==> src/rtl/timer_mmio.sv <==
// Memory-mapped prescaled 32-bit timer with compare, sticky MATCH/OVF flags and a level irq.
// Sits between the CPU data port and data RAM: decodes its window, gates RAM writes, muxes read data.
module timer_mmio #(
  parameter logic [31:0] BASE_ADDR = 32'h0000_0100,
  parameter int          PRESC_W   = 16
) (
  input  logic        clk,
  input  logic        reset,
  input  logic        cpu_we,
  input  logic [31:0] cpu_addr,
  input  logic [31:0] cpu_wdata,
  input  logic [31:0] ram_rdata,
  output logic        ram_we,
  output logic [31:0] cpu_rdata,
  output logic        irq
);

  logic               sel;
  logic [2:0]         off;
  logic               wr_ctrl, wr_presc, wr_count, wr_compare, wr_status;
  logic               tick, hit, wrap;
  logic [31:0]        rd_val;
  logic               unused_addr_bits;

  logic [3:0]         ctrl_reg, ctrl_next;
  logic [PRESC_W-1:0] presc_reg, presc_next;
  logic [PRESC_W-1:0] pc_reg, pc_next;
  logic [31:0]        count_reg, count_next;
  logic [31:0]        compare_reg, compare_next;
  logic               match_reg, match_next;
  logic               ovf_reg, ovf_next;
  logic               irq_reg;

  assign sel              = (cpu_addr[31:5] == BASE_ADDR[31:5]);
  assign off              = cpu_addr[4:2];
  assign unused_addr_bits = ^cpu_addr[1:0];
  assign ram_we           = cpu_we & ~sel;

  assign wr_ctrl    = cpu_we & sel & (off == 3'd0);
  assign wr_presc   = cpu_we & sel & (off == 3'd1);
  assign wr_count   = cpu_we & sel & (off == 3'd2);
  assign wr_compare = cpu_we & sel & (off == 3'd3);
  assign wr_status  = cpu_we & sel & (off == 3'd4);

  assign tick = ctrl_reg[0] && (pc_reg == presc_reg);
  assign hit  = (count_reg == compare_reg);
  assign wrap = (count_reg == 32'hFFFF_FFFF);

  always_comb begin
    ctrl_next    = ctrl_reg;
    presc_next   = presc_reg;
    count_next   = count_reg;
    compare_next = compare_reg;
    pc_next      = '0;

    if (ctrl_reg[0] && !tick)
      pc_next = pc_reg + 1'b1;
    if (wr_presc)
      pc_next = '0;

    if (tick) begin
      if (wrap)
        count_next = '0;
      else if (hit && ctrl_reg[1])
        count_next = '0;
      else
        count_next = count_reg + 32'd1;
      if (hit && ctrl_reg[3])
        ctrl_next[0] = 1'b0;
    end

    // CPU writes take priority over hardware updates of the same register.
    if (wr_ctrl)    ctrl_next    = cpu_wdata[3:0];
    if (wr_presc)   presc_next   = cpu_wdata[PRESC_W-1:0];
    if (wr_count)   count_next   = cpu_wdata;
    if (wr_compare) compare_next = cpu_wdata;

    // Hardware set beats a W1C clear landing on the same edge.
    match_next = (match_reg & ~(wr_status & cpu_wdata[0])) | (tick & hit);
    ovf_next   = (ovf_reg   & ~(wr_status & cpu_wdata[1])) | (tick & wrap);
  end

  always_ff @(posedge clk or negedge reset) begin
    if (!reset) begin
      ctrl_reg    <= '0;
      presc_reg   <= '0;
      pc_reg      <= '0;
      count_reg   <= '0;
      compare_reg <= '0;
      match_reg   <= 1'b0;
      ovf_reg     <= 1'b0;
      irq_reg     <= 1'b0;
    end else begin
      ctrl_reg    <= ctrl_next;
      presc_reg   <= presc_next;
      pc_reg      <= pc_next;
      count_reg   <= count_next;
      compare_reg <= compare_next;
      match_reg   <= match_next;
      ovf_reg     <= ovf_next;
      irq_reg     <= ctrl_reg[2] & match_reg;
    end
  end

  assign irq = irq_reg;

  always_comb begin
    rd_val = '0;
    case (off)
      3'd0: rd_val[3:0]         = ctrl_reg;
      3'd1: rd_val[PRESC_W-1:0] = presc_reg;
      3'd2: rd_val              = count_reg;
      3'd3: rd_val              = compare_reg;
      3'd4: rd_val[1:0]         = {ovf_reg, match_reg};
      default: rd_val           = '0;
    endcase
  end

  assign cpu_rdata = sel ? rd_val : ram_rdata;

endmodule

==> config.mk <==
export PLATFORM = sky130hd
export DESIGN_NAME = timer_mmio
export DESIGN_NICKNAME = d
export VERILOG_FILES = /design/src/rtl/timer_mmio.sv
export SDC_FILE = /design/constraint.sdc
export NUM_CORES = 1
export LEC_CHECK = 0
export CAP_MARGIN = 5
export CORE_UTILIZATION = 48
export CTS_CLUSTER_SIZE = 8
export DETAILED_ROUTE_END_ITERATION = 16
export PLACE_DENSITY = 0.75
export SYNTH_ARGS = -nofsm -noshare
export SYNTH_HDL_FRONTEND = slang
export SYNTH_SLANG_ARGS = --single-unit
==> constraint.sdc <==
create_clock -name clk -period 1.97 [get_ports clk]
set_input_delay 0.2955 -clock clk [delete_from_list [all_inputs] [get_ports clk]]
set_output_delay 0.2955 -clock clk [all_outputs]
set_load 0.005 [all_outputs]
==> impl_metrics.toml, run 1 <==
[final_layout]
final_cell_count_no_fill = 1230
antennaDiodeCount = 0
syn_to_final_growth_pct = 61.93
nFillCells = 853
drive_gt1_frac = 0.4467
nets = 1146

[timing]
slew_violations = 0
finClkSkew_ns = 0.007971
layout_min_cycle_time_ns = 2.252
fmax_ghz = 0.4440
hold_viol = 0
fin_hold_ws_ns = 0.4380
grt_setup_unrepaired = "true"
worst_pin_slew_ns = 0.4797
slew-limit-headroom = 0.6802
fin_crit_sh = 1.143
layout_setup_ws_ns = -0.2821
setup_violations = 63

[drt]
drt-vias-per-instance = 5.966
antenna_left = 0
first_iter_violations = 594
first_pass_iters = 5
wirelength_mm = 25.66
via_count = 7338
drc_errors = 0
wl_per_cell_um = 20.86

[clock_network]
cts_root_buf = "clkbuf_16"
tritoncts = "built"
clock_latency_ns = 0.36
cts_buffers = 9
clock_sinks = 103
path_clk_slew_ns = 0.07
ctsLongestPathBuffers = 2
h-tree-depth = 3

[yosys]
async_flop_share = 1.000
synth_cells = 726
synth_nets = 827
synth_top_cell_area_share = 0.3808
synth_most_common_cell = "dfrtp_1"
synth_area_leaders = "dfrtp_1 38%, mux2_2 9.3%, xnor2_1 4.9%, a22oi_1 3.8%, nand2_1 3.5%"
ys_seq_area_frac = 0.3808
synth.cell_area_um2 = 6768
ys_ff_latch = 103
yosys_warnings = 0
synth_common_cells = "103 x dfrtp_1, 63 x nand2_1, 56 x mux2_2"
postSynthAreaPerCell_um2 = 9.322
yosysUniqueCellTypes = 63
synth_ff_type = "dfrtp_1"
yosys.area.top_type = "dfrtp_1"
synth_edf_count = 0

[global_routing]
grt_pass1_wl_mm = 37.40
antenna_found_initial = 0
grt-ovfl-total = 0
grt_max_degree = 36
grt_usage = 0.3369
grt_pass1_vias = 7112

[min_path]
min_path_type = "in2async"

[die]
core_area_um2 = 13830
die_h_um = 120.7
io_pins = 133
row_count = 43
start_util = 0.4895
die_area_um2 = 14580
fp.dieW_um = 120.7

[power_and_ir_drop]
p_comb_frac = 0.138
p_int_mw = 3.348
clkPwrFrac = 0.383
p_sw_mw = 1.112
ir_drop_v = 0.0005008
power.density_nw_per_um2 = 407.0
leakage_nw = 5.099
p_seq_frac = 0.478
swShare = 0.2493

[outcome]
outcome = "complete, but fails checks"
violations = "setup timing"

[placement]
port_buffers = 130
dp_hpwl_mm = 17.32
place_inst = 1159
place_congestion = 0.9624

[critical_path]
criticalPathCategory = "reg2reg"
regToRegSetupSlack_ns = -0.28
critPathLaunchType = "flip-flop"
path_max_fanout = 3
cp.arrival_ns = 2.49
r2r-start = "count_reg[5]$_DFFE_PN0P_"
r2r-end = "count_reg[8]$_DFFE_PN0P_"
cp.required_ns = 2.21
r2r_cells = 8
cp-end-kind = "flip-flop"

[job]
maxCapViolations = 0
per-layer routing:
layer	global-route usage	vias up	part of all wire
met1	0.4319	3559	0.40
met5	0	-	0
li1	-	3309	-
met3	0.05519	85	0.071
met4	0.1551	0	0.042
met2	0.5564	385	0.49
timing repair:
item                                   CTS  global route
endpoints found under the hold margin   33             0
setup endpoints to repair              133            84
pin swaps                               51            45
buffers inserted                        35            16
resized for setup                      296            96
gates cloned                             3             2
hold buffers                             1             0
placed cells by master, fill, tap and decap left out, types with 13 or more instances in the layout:
cell type and count:
a32oi_1 15, a21oi_1 14, buf_4 193, nand4_1 32
dfrtp_1 99, nand3_1 17, inv_1 26, clkdlybuf4s50_1 66
buf_6 35, xnor2_1 23, and3_1 14, buf_2 21
a22oi_1 28, nand2_1 55, mux2_2 56, o21ai_1 40
dlygate4sd2_1 13, nor2_1 40, xor2_1 24, o21ai_2 13
xnor2_2 15
kinds of logic after synthesis:
logic type | synth area share
AO/OA/AOI/OAI | 0.1584
XOR/XNOR | 0.08024
adder cells (fa/ha/maj) | 0.003697
buffers and inverters | 0.05731
flip-flops | 0.3808
multiplexers | 0.1144
AND/OR/NAND/NOR | 0.2050
layout make-up:
| cell class | count | area, um2 | area share |
|---|---|---|---|
| flip-flops and latches | 103 | 2582 | 0.2356 |
| multi-input cells | 540 | 4528 | 0.4132 |
| inverters | 26 | 97.59 | 0.008905 |
| well taps | 180 | 225.2 | 0.02055 |
| clock inverters | 5 | 33.78 | 0.003083 |
| clock buffers | 11 | 242.7 | 0.02215 |
| repair buffers | 365 | 3249 | 0.2965 |
worst max path at each step:
stage | slack [ns] | to | depth (start not counted) | start
3_5_place_dp | -1.04 | cpu_rdata[5] | 8 | cpu_addr[22]
5_1_grt | -0.31 | cpu_rdata[10] | 8 | cpu_addr[31]
3_3_place_gp | -0.95 | cpu_rdata[5] | 8 | cpu_addr[10]
6_report | -0.28 | count_reg[8]$_DFFE_PN0P_ | 8 | count_reg[5]$_DFFE_PN0P_
4_1_cts | -0.25 | cpu_rdata[10] | 9 | cpu_addr[11]
2_1_floorplan | -0.06 | count_reg[12]$_DFFE_PN0P_ | 8 | count_reg[31]$_DFFE_PN0P_
critical path, stage by stage, from the launching register on:
cell	delay, ns
dfrtp_1	0.41
xnor2_2	0.25
nand4_1	0.28
nor4_4	0.22
buf_4	0.19
a311oi_4	0.14
buf_4	0.18
and2_4	0.15
a221o_1	0.30
power groups by stage:
stage,clock network (mW),registers [mW],logic (mW)
2_1_floorplan,0,2.17,0.146
3_3_place_gp,0,2.17,0.551
3_5_place_dp,0,2.17,0.562
4_1_cts,1.72,2.13,0.578
5_1_grt,1.82,2.13,0.656
6_report,1.71,2.13,0.617
stage by stage:
| stage | setup WS [ns] | TNS [ns] | cell area (um2) | power (mW) | util |
|---|---|---|---|---|---|
| floorplan | -0.06271 | -1.707 | 6837 | 2.320 | - |
| global placement | -0.9538 | -89.95 | 9484 | 2.724 | 0.6859 |
| detailed placement | -1.037 | -96.46 | 9484 | 2.735 | 0.6859 |
| CTS | -0.2508 | -6.453 | 10510 | 4.434 | 0.7603 |
| global route | -0.3126 | -12.56 | 10960 | 4.607 | 0.7926 |
| finish | -0.2821 | -9.249 | 10960 | 4.460 | 0.7926 |
Power figures use the tool's default switching activity.
==> run 2, diff against run 1 <==
--- a/config.mk
+++ b/config.mk
@@ -10,6 +10,7 @@
 export CTS_CLUSTER_SIZE = 8
 export DETAILED_ROUTE_END_ITERATION = 16
 export PLACE_DENSITY = 0.75
+export SKIP_LAST_GASP = 1
 export SYNTH_ARGS = -nofsm -noshare
 export SYNTH_HDL_FRONTEND = slang
 export SYNTH_SLANG_ARGS = --single-unit
==> run 2 against run 1 <==
The run still ends with setup timing left. Largest cell class unchanged. Via count grew 0.14%. Combinational power down 1%. Clock skew about the same.
==> impl_metrics.toml, run 2 (synthesized netlist as in run 1, its figures left out) <==
[outcome]
outcome = "complete, but fails checks"
violations = "setup timing"

[critical_path]
cp.required_ns = 2.21
crit_chain = "xnor2_2, nand4_1, nor4_4, buf_4, a311oi_4, buf_4, and2_4, a221o_1"
path_max_fanout = 3
cp.buffers_inverters = 2
cp-end-kind = "flip-flop"
cp_slowest_cell = "dfrtp_1"
criticalPathCategory = "reg2reg"
crit_path_frequent_cell = "buf_4"
cp.arrival_ns = 2.49
crit_family = "simple AND/OR/NAND/NOR gates"
critPathLaunchType = "flip-flop"
slowest_delay_ns = 0.41

[drt]
via_count = 7348
wirelength_mm = 25.33
drc_errors = 0
drt-vias-per-instance = 5.993
wl_per_cell_um = 20.66
first_pass_iters = 5
first_iter_violations = 608
antenna_left = 0

[timing]
fin_crit_sh = 1.143
finClkSkew_ns = 0.008463
slew_violations = 0
slew-limit-headroom = 0.6760
setup_violations = 54
fmax_ghz = 0.4440
layout_min_cycle_time_ns = 2.252
worst_pin_slew_ns = 0.4860
layout_setup_ws_ns = -0.2824
grt_setup_unrepaired = "true"
hold_viol = 0

[die]
die_area_um2 = 14580
die_h_um = 120.7
fp.dieW_um = 120.7
row_count = 43
io_pins = 133
start_util = 0.4895
core_area_um2 = 13830

[global_routing]
grt_max_degree = 36
antenna_found_initial = 0
met3_usage = 0.04292
use_met2 = 0.5672
grt.busiest_layer = "met2"
grt_pass1_vias = 7145
use_met1 = 0.4368
grt-ovfl-total = 0
grt_pass1_wl_mm = 37.89
grt_usage = 0.3403

[clock_network]
clock_sinks = 103
ctsLongestPathBuffers = 2
tritoncts = "built"
h-tree-depth = 3
path_clk_slew_ns = 0.07
cts_root_buf = "clkbuf_16"
clock_latency_ns = 0.36
cts_buffers = 9

[power_and_ir_drop]
power.density_nw_per_um2 = 414.7
leakage_nw = 5.034
power_mw = 4.463
ir_drop_v = 0.0005044

[placement]
port_buffers = 130
dp_hpwl_mm = 17.32
place_inst = 1159
place_congestion = 0.9624

[final_layout]
syn_to_final_growth_pct = 59.01
final_cell_count_no_fill = 1226
final_cell_mix = "192 x buf_4, 98 x dfrtp_1, 66 x clkdlybuf4s50_1"
nFillCells = 896
nets = 1142
multiInputGateArea_um2 = 4407
antennaDiodeCount = 0
mostFrequentLayoutCell = "buf_4"
regArea_um2 = 2584
drive_gt1_frac = 0.4254

[min_path]
min_path_type = "in2async"

[job]
maxCapViolations = 0
run 2: cell types whose count changed in the layout (fill, tap and decap cells not counted), sizes merged:
| cell | change |
|---|---|
| dlygate4sd2 | +5 |
| buf | -3 |
| dlymetal6s2s | +1 |
| clkbuf | -7 |
run 2: worst paths after layout:
kind                                               start                  endpoint  slack, ns  cells past startpoint
worst max-delay path            count_reg[5]$_DFFE_PN0P_  count_reg[8]$_DFFE_PN0P_      -0.28                      8
worst min-delay path                               reset  presc_reg[2]$_DFFE_PN0P_       0.43                      2
worst max register to register  count_reg[5]$_DFFE_PN0P_  count_reg[8]$_DFFE_PN0P_      -0.28                      8
worst min register to register   ctrl_reg[2]$_DFFE_PN0P_             irq$_DFF_PN0_       0.52                      1
max in group asynchronous                          reset  count_reg[9]$_DFFE_PN0P_       0.94                      3
min in group clk                 ctrl_reg[2]$_DFFE_PN0P_             irq$_DFF_PN0_       0.52                      1
run 2: routing by layer:
layer	vias to the layer above	share of wire
met1	3570	0.41
met4	0	0.043
met5	-	0
li1	3303	-
met2	373	0.48
met3	102	0.063
run 2: stage by stage:
stage | worst slack [ns] | TNS [ns] | cell area [um2] | hold slack, ns | utilization
2_1_floorplan | -0.06271 | -1.707 | 6837 | -0.00009107 | -
3_3_place_gp | -0.9538 | -89.95 | 9484 | 0.2771 | 0.6859
3_5_place_dp | -1.037 | -96.46 | 9484 | 0.2810 | 0.6859
4_1_cts | -0.2508 | -6.856 | 10490 | 0.4531 | 0.7584
5_1_grt | -0.3152 | -10.95 | 10760 | 0.4898 | 0.7783
6_report | -0.2824 | -8.878 | 10760 | 0.4349 | 0.7783
run 2: what timing repair did:
action                                 4_1_cts  5_1_grt
setup endpoints to repair                  133       84
pin swaps                                   47       38
hold buffers                                 1        0
endpoints found under the hold margin       33        0
setup buffers                               35       16
gates resized for setup                    287       71
cloned                                       3        0
run 2: report_power, final:
group / total [mW] / internal, mW / switching [mW]
logic: 0.609 / 0.330 / 0.278
clock network: 1.72 / 0.891 / 0.831
registers: 2.13 / 2.12 / 0.00951
run 2: layout make-up:
type	instances	area share
repair buffers	361	0.2947
multi-input cells	540	0.4095
well taps	180	0.02093
inverters	26	0.009069
flip-flops and latches	103	0.2401
clock inverters	5	0.003139
clock buffers	11	0.02256
run 2: worst reg2reg max path: cells and delay by family (launching register included):
kind	cells	cell delay [ns]
AOI/OAI and AO/OA	2	0.43
DFF	1	0.41
and+or+nand+nor	3	0.69
xor gates and xnor gates	1	0.25
buffers and inverters	2	0.37
==> run 3, diff against run 2 <==
--- a/config.mk
+++ b/config.mk
@@ -10,6 +10,7 @@
 export CTS_CLUSTER_SIZE = 8
 export DETAILED_ROUTE_END_ITERATION = 16
 export PLACE_DENSITY = 0.75
+export SKIP_CTS_REPAIR_TIMING = 1
 export SKIP_LAST_GASP = 1
 export SYNTH_ARGS = -nofsm -noshare
 export SYNTH_HDL_FRONTEND = slang
==> run 3 against run 2 <==
The run still ends with setup timing left. Final cell count is 1.6% lower. Wire length is 1.5% lower. Sequential power hardly changed. First-iteration DRC count is 12% lower. Total power is 0.85% lower. Fmax is 3.0% lower. Global-route usage is 3.1 points lower. Worst setup slack worse by 0.070 ns. Worst hold slack better by 0.0025 ns. Via count is 2.0% lower. Largest cell class unchanged.
==> impl_metrics.toml, run 3 (synthesized netlist as in run 1, its figures left out) <==
[outcome]
outcome = "complete, but fails checks"
violations = "setup timing"

[drt]
first_iter_violations = 534
met1_length_mm = 10.33
via_count = 7199
drt-vias-per-instance = 5.969
drc_errors = 0
first_pass_iters = 5
wl_met2_mm = 11.85
wirelength_mm = 24.94
wl_per_cell_um = 20.68
antenna_left = 0
met3WireLength_mm = 1.939
top_layer = "met4"

[critical_path]
startpoint = "count_reg[5]$_DFFE_PN0P_"
endpoint = "count_reg[8]$_DFFE_PN0P_"
r2r-end = "count_reg[8]$_DFFE_PN0P_"
r2r-start = "count_reg[5]$_DFFE_PN0P_"
path_max_fanout = 4
crit_chain = "xnor2_2, nand4_1, nor4_4, buf_6, a311oi_4, buf_4, and2_4, a221o_1"
cp.arrival_ns = 2.56
critPathLaunchType = "flip-flop"
cp_slowest_cell = "dfrtp_1"
cp.required_ns = 2.21
criticalPathCategory = "reg2reg"
r2r_cells = 8
slowest_delay_ns = 0.41
regToRegSetupSlack_ns = -0.35
cp-end-kind = "flip-flop"

[die]
core_area_um2 = 13830
die_area_um2 = 14580
die_h_um = 120.7
start_util = 0.4895
io_pins = 133
fp.dieW_um = 120.7
row_count = 43

[power_and_ir_drop]
p_int_mw = 3.338
leakage_nw = 5.264
ir_drop_v = 0.0005045
p_seq_frac = 0.482
p_comb_frac = 0.132
power.density_nw_per_um2 = 411.8
clkPwrFrac = 0.386
swShare = 0.2457
p_sw_mw = 1.087

[job]
maxCapViolations = 0

[timing]
setup_violations = 52
tns_ns = -11.19
layout_min_cycle_time_ns = 2.323
grt_setup_unrepaired = "true"
fin_hold_ws_ns = 0.4374
slew_violations = 0
fmax_ghz = 0.4305
hold_viol = 0
fin_crit_sh = 1.179
finClkSkew_ns = 0.009417
worst_pin_slew_ns = 0.5230
slew-limit-headroom = 0.6513
layout_setup_ws_ns = -0.3527

[final_layout]
nFillCells = 913
antennaDiodeCount = 0
nets = 1122
multiInputGateArea_um2 = 4314
regArea_um2 = 2581
mostFrequentLayoutCell = "buf_4"
syn_to_final_growth_pct = 58.77
drive_gt1_frac = 0.3869
final_cell_mix = "170 x buf_4, 100 x dfrtp_1, 66 x clkdlybuf4s50_1"

[global_routing]
grt_usage = 0.3090
grt-ovfl-total = 0
grt_pass1_vias = 6591
grt_pass1_wl_mm = 34.37
grt_max_degree = 52
antenna_found_initial = 0

[placement]
place_congestion = 0.9624
detailedPlace.worstSlack_ns = -1.037
dp_hpwl_mm = 17.32
port_buffers = 130

[clock_network]
h-tree-depth = 3
clock_latency_ns = 0.36
clock_sinks = 103
cts_root_buf = "clkbuf_16"
tritoncts = "built"
ctsLongestPathBuffers = 2
cts_buffers = 9
path_clk_slew_ns = 0.07

[min_path]
min_path_type = "in2async"
run 3: changes by cell type in the layout (fill, tap and decap cells not counted), moves of 7 or more:
| cell | previous run | this run |
|---|---|---|
| a21oi_1 | 15 | 8 |
| buf_2 | 23 | 8 |
| buf_4 | 192 | 170 |
| buf_6 | 32 | 24 |
| clkbuf_2 | 3 | 11 |
| dlygate4sd2_1 | 18 | 0 |
| dlymetal6s2s_1 | 1 | 39 |
| o21ai_0 | 5 | 12 |
| o21ai_1 | 42 | 35 |
run 3: layout make-up:
type,count,share of cell area
tap,180,0.02096
clock buffer,11,0.02259
inverter,26,0.009082
sequential,103,0.2402
clock inverter,5,0.003144
timing repair buffer,341,0.3025
multi-input combinational,540,0.4015
run 3: metrics by stage:
stage | power [mW] | util | instance area, um2 | cells
floorplan | 2.320 | - | 6837 | 726
global placement | 2.724 | 0.6859 | 9484 | 1159
detailed placement | 2.735 | 0.6859 | 9484 | 1159
CTS | 4.422 | 0.7059 | 9761 | 1175
global route | 4.583 | 0.7771 | 10750 | 1206
finish | 4.425 | 0.7771 | 10750 | 1206
run 3: how the worst min path moves through the flow:
stage,endpoint,slack [ns]
final,presc_reg[2]$_DFFE_PN0P_,0.44
after global routing,presc_reg[2]$_DFFE_PN0P_,0.49
after CTS,presc_reg[2]$_DFFE_PN0P_,-0.1
after detailed placement,presc_reg[2]$_DFFE_PN0P_,0.28
after global placement,presc_reg[2]$_DFFE_PN0P_,0.28
after floorplan,compare_reg[0]$_DFFE_PN0P_,-0.00009
run 3: power by group through the flow:
stage	clock network [mW]	logic, mW	registers (mW)
4_1_cts	1.72	0.566	2.13
5_1_grt	1.82	0.628	2.13
6_report	1.71	0.584	2.13
3_5_place_dp	0	0.562	2.17
2_1_floorplan	0	0.146	2.17
3_3_place_gp	0	0.551	2.17
run 3: per-layer routing:
metal,up-vias,track usage
met5,-,0
met4,0,0.1235
met3,70,0.05047
met2,373,0.5040
met1,3501,0.4090
li1,3255,-
run 3: worst max-delay path: cells and delay by family (launching register included):
kind                      cells  cell delay [ns]
and+or+nand+nor               3             0.75
AOI/OAI and AO/OA             2             0.44
DFF                           1             0.41
buffers and inverters         2             0.35
xor gates and xnor gates      1             0.25
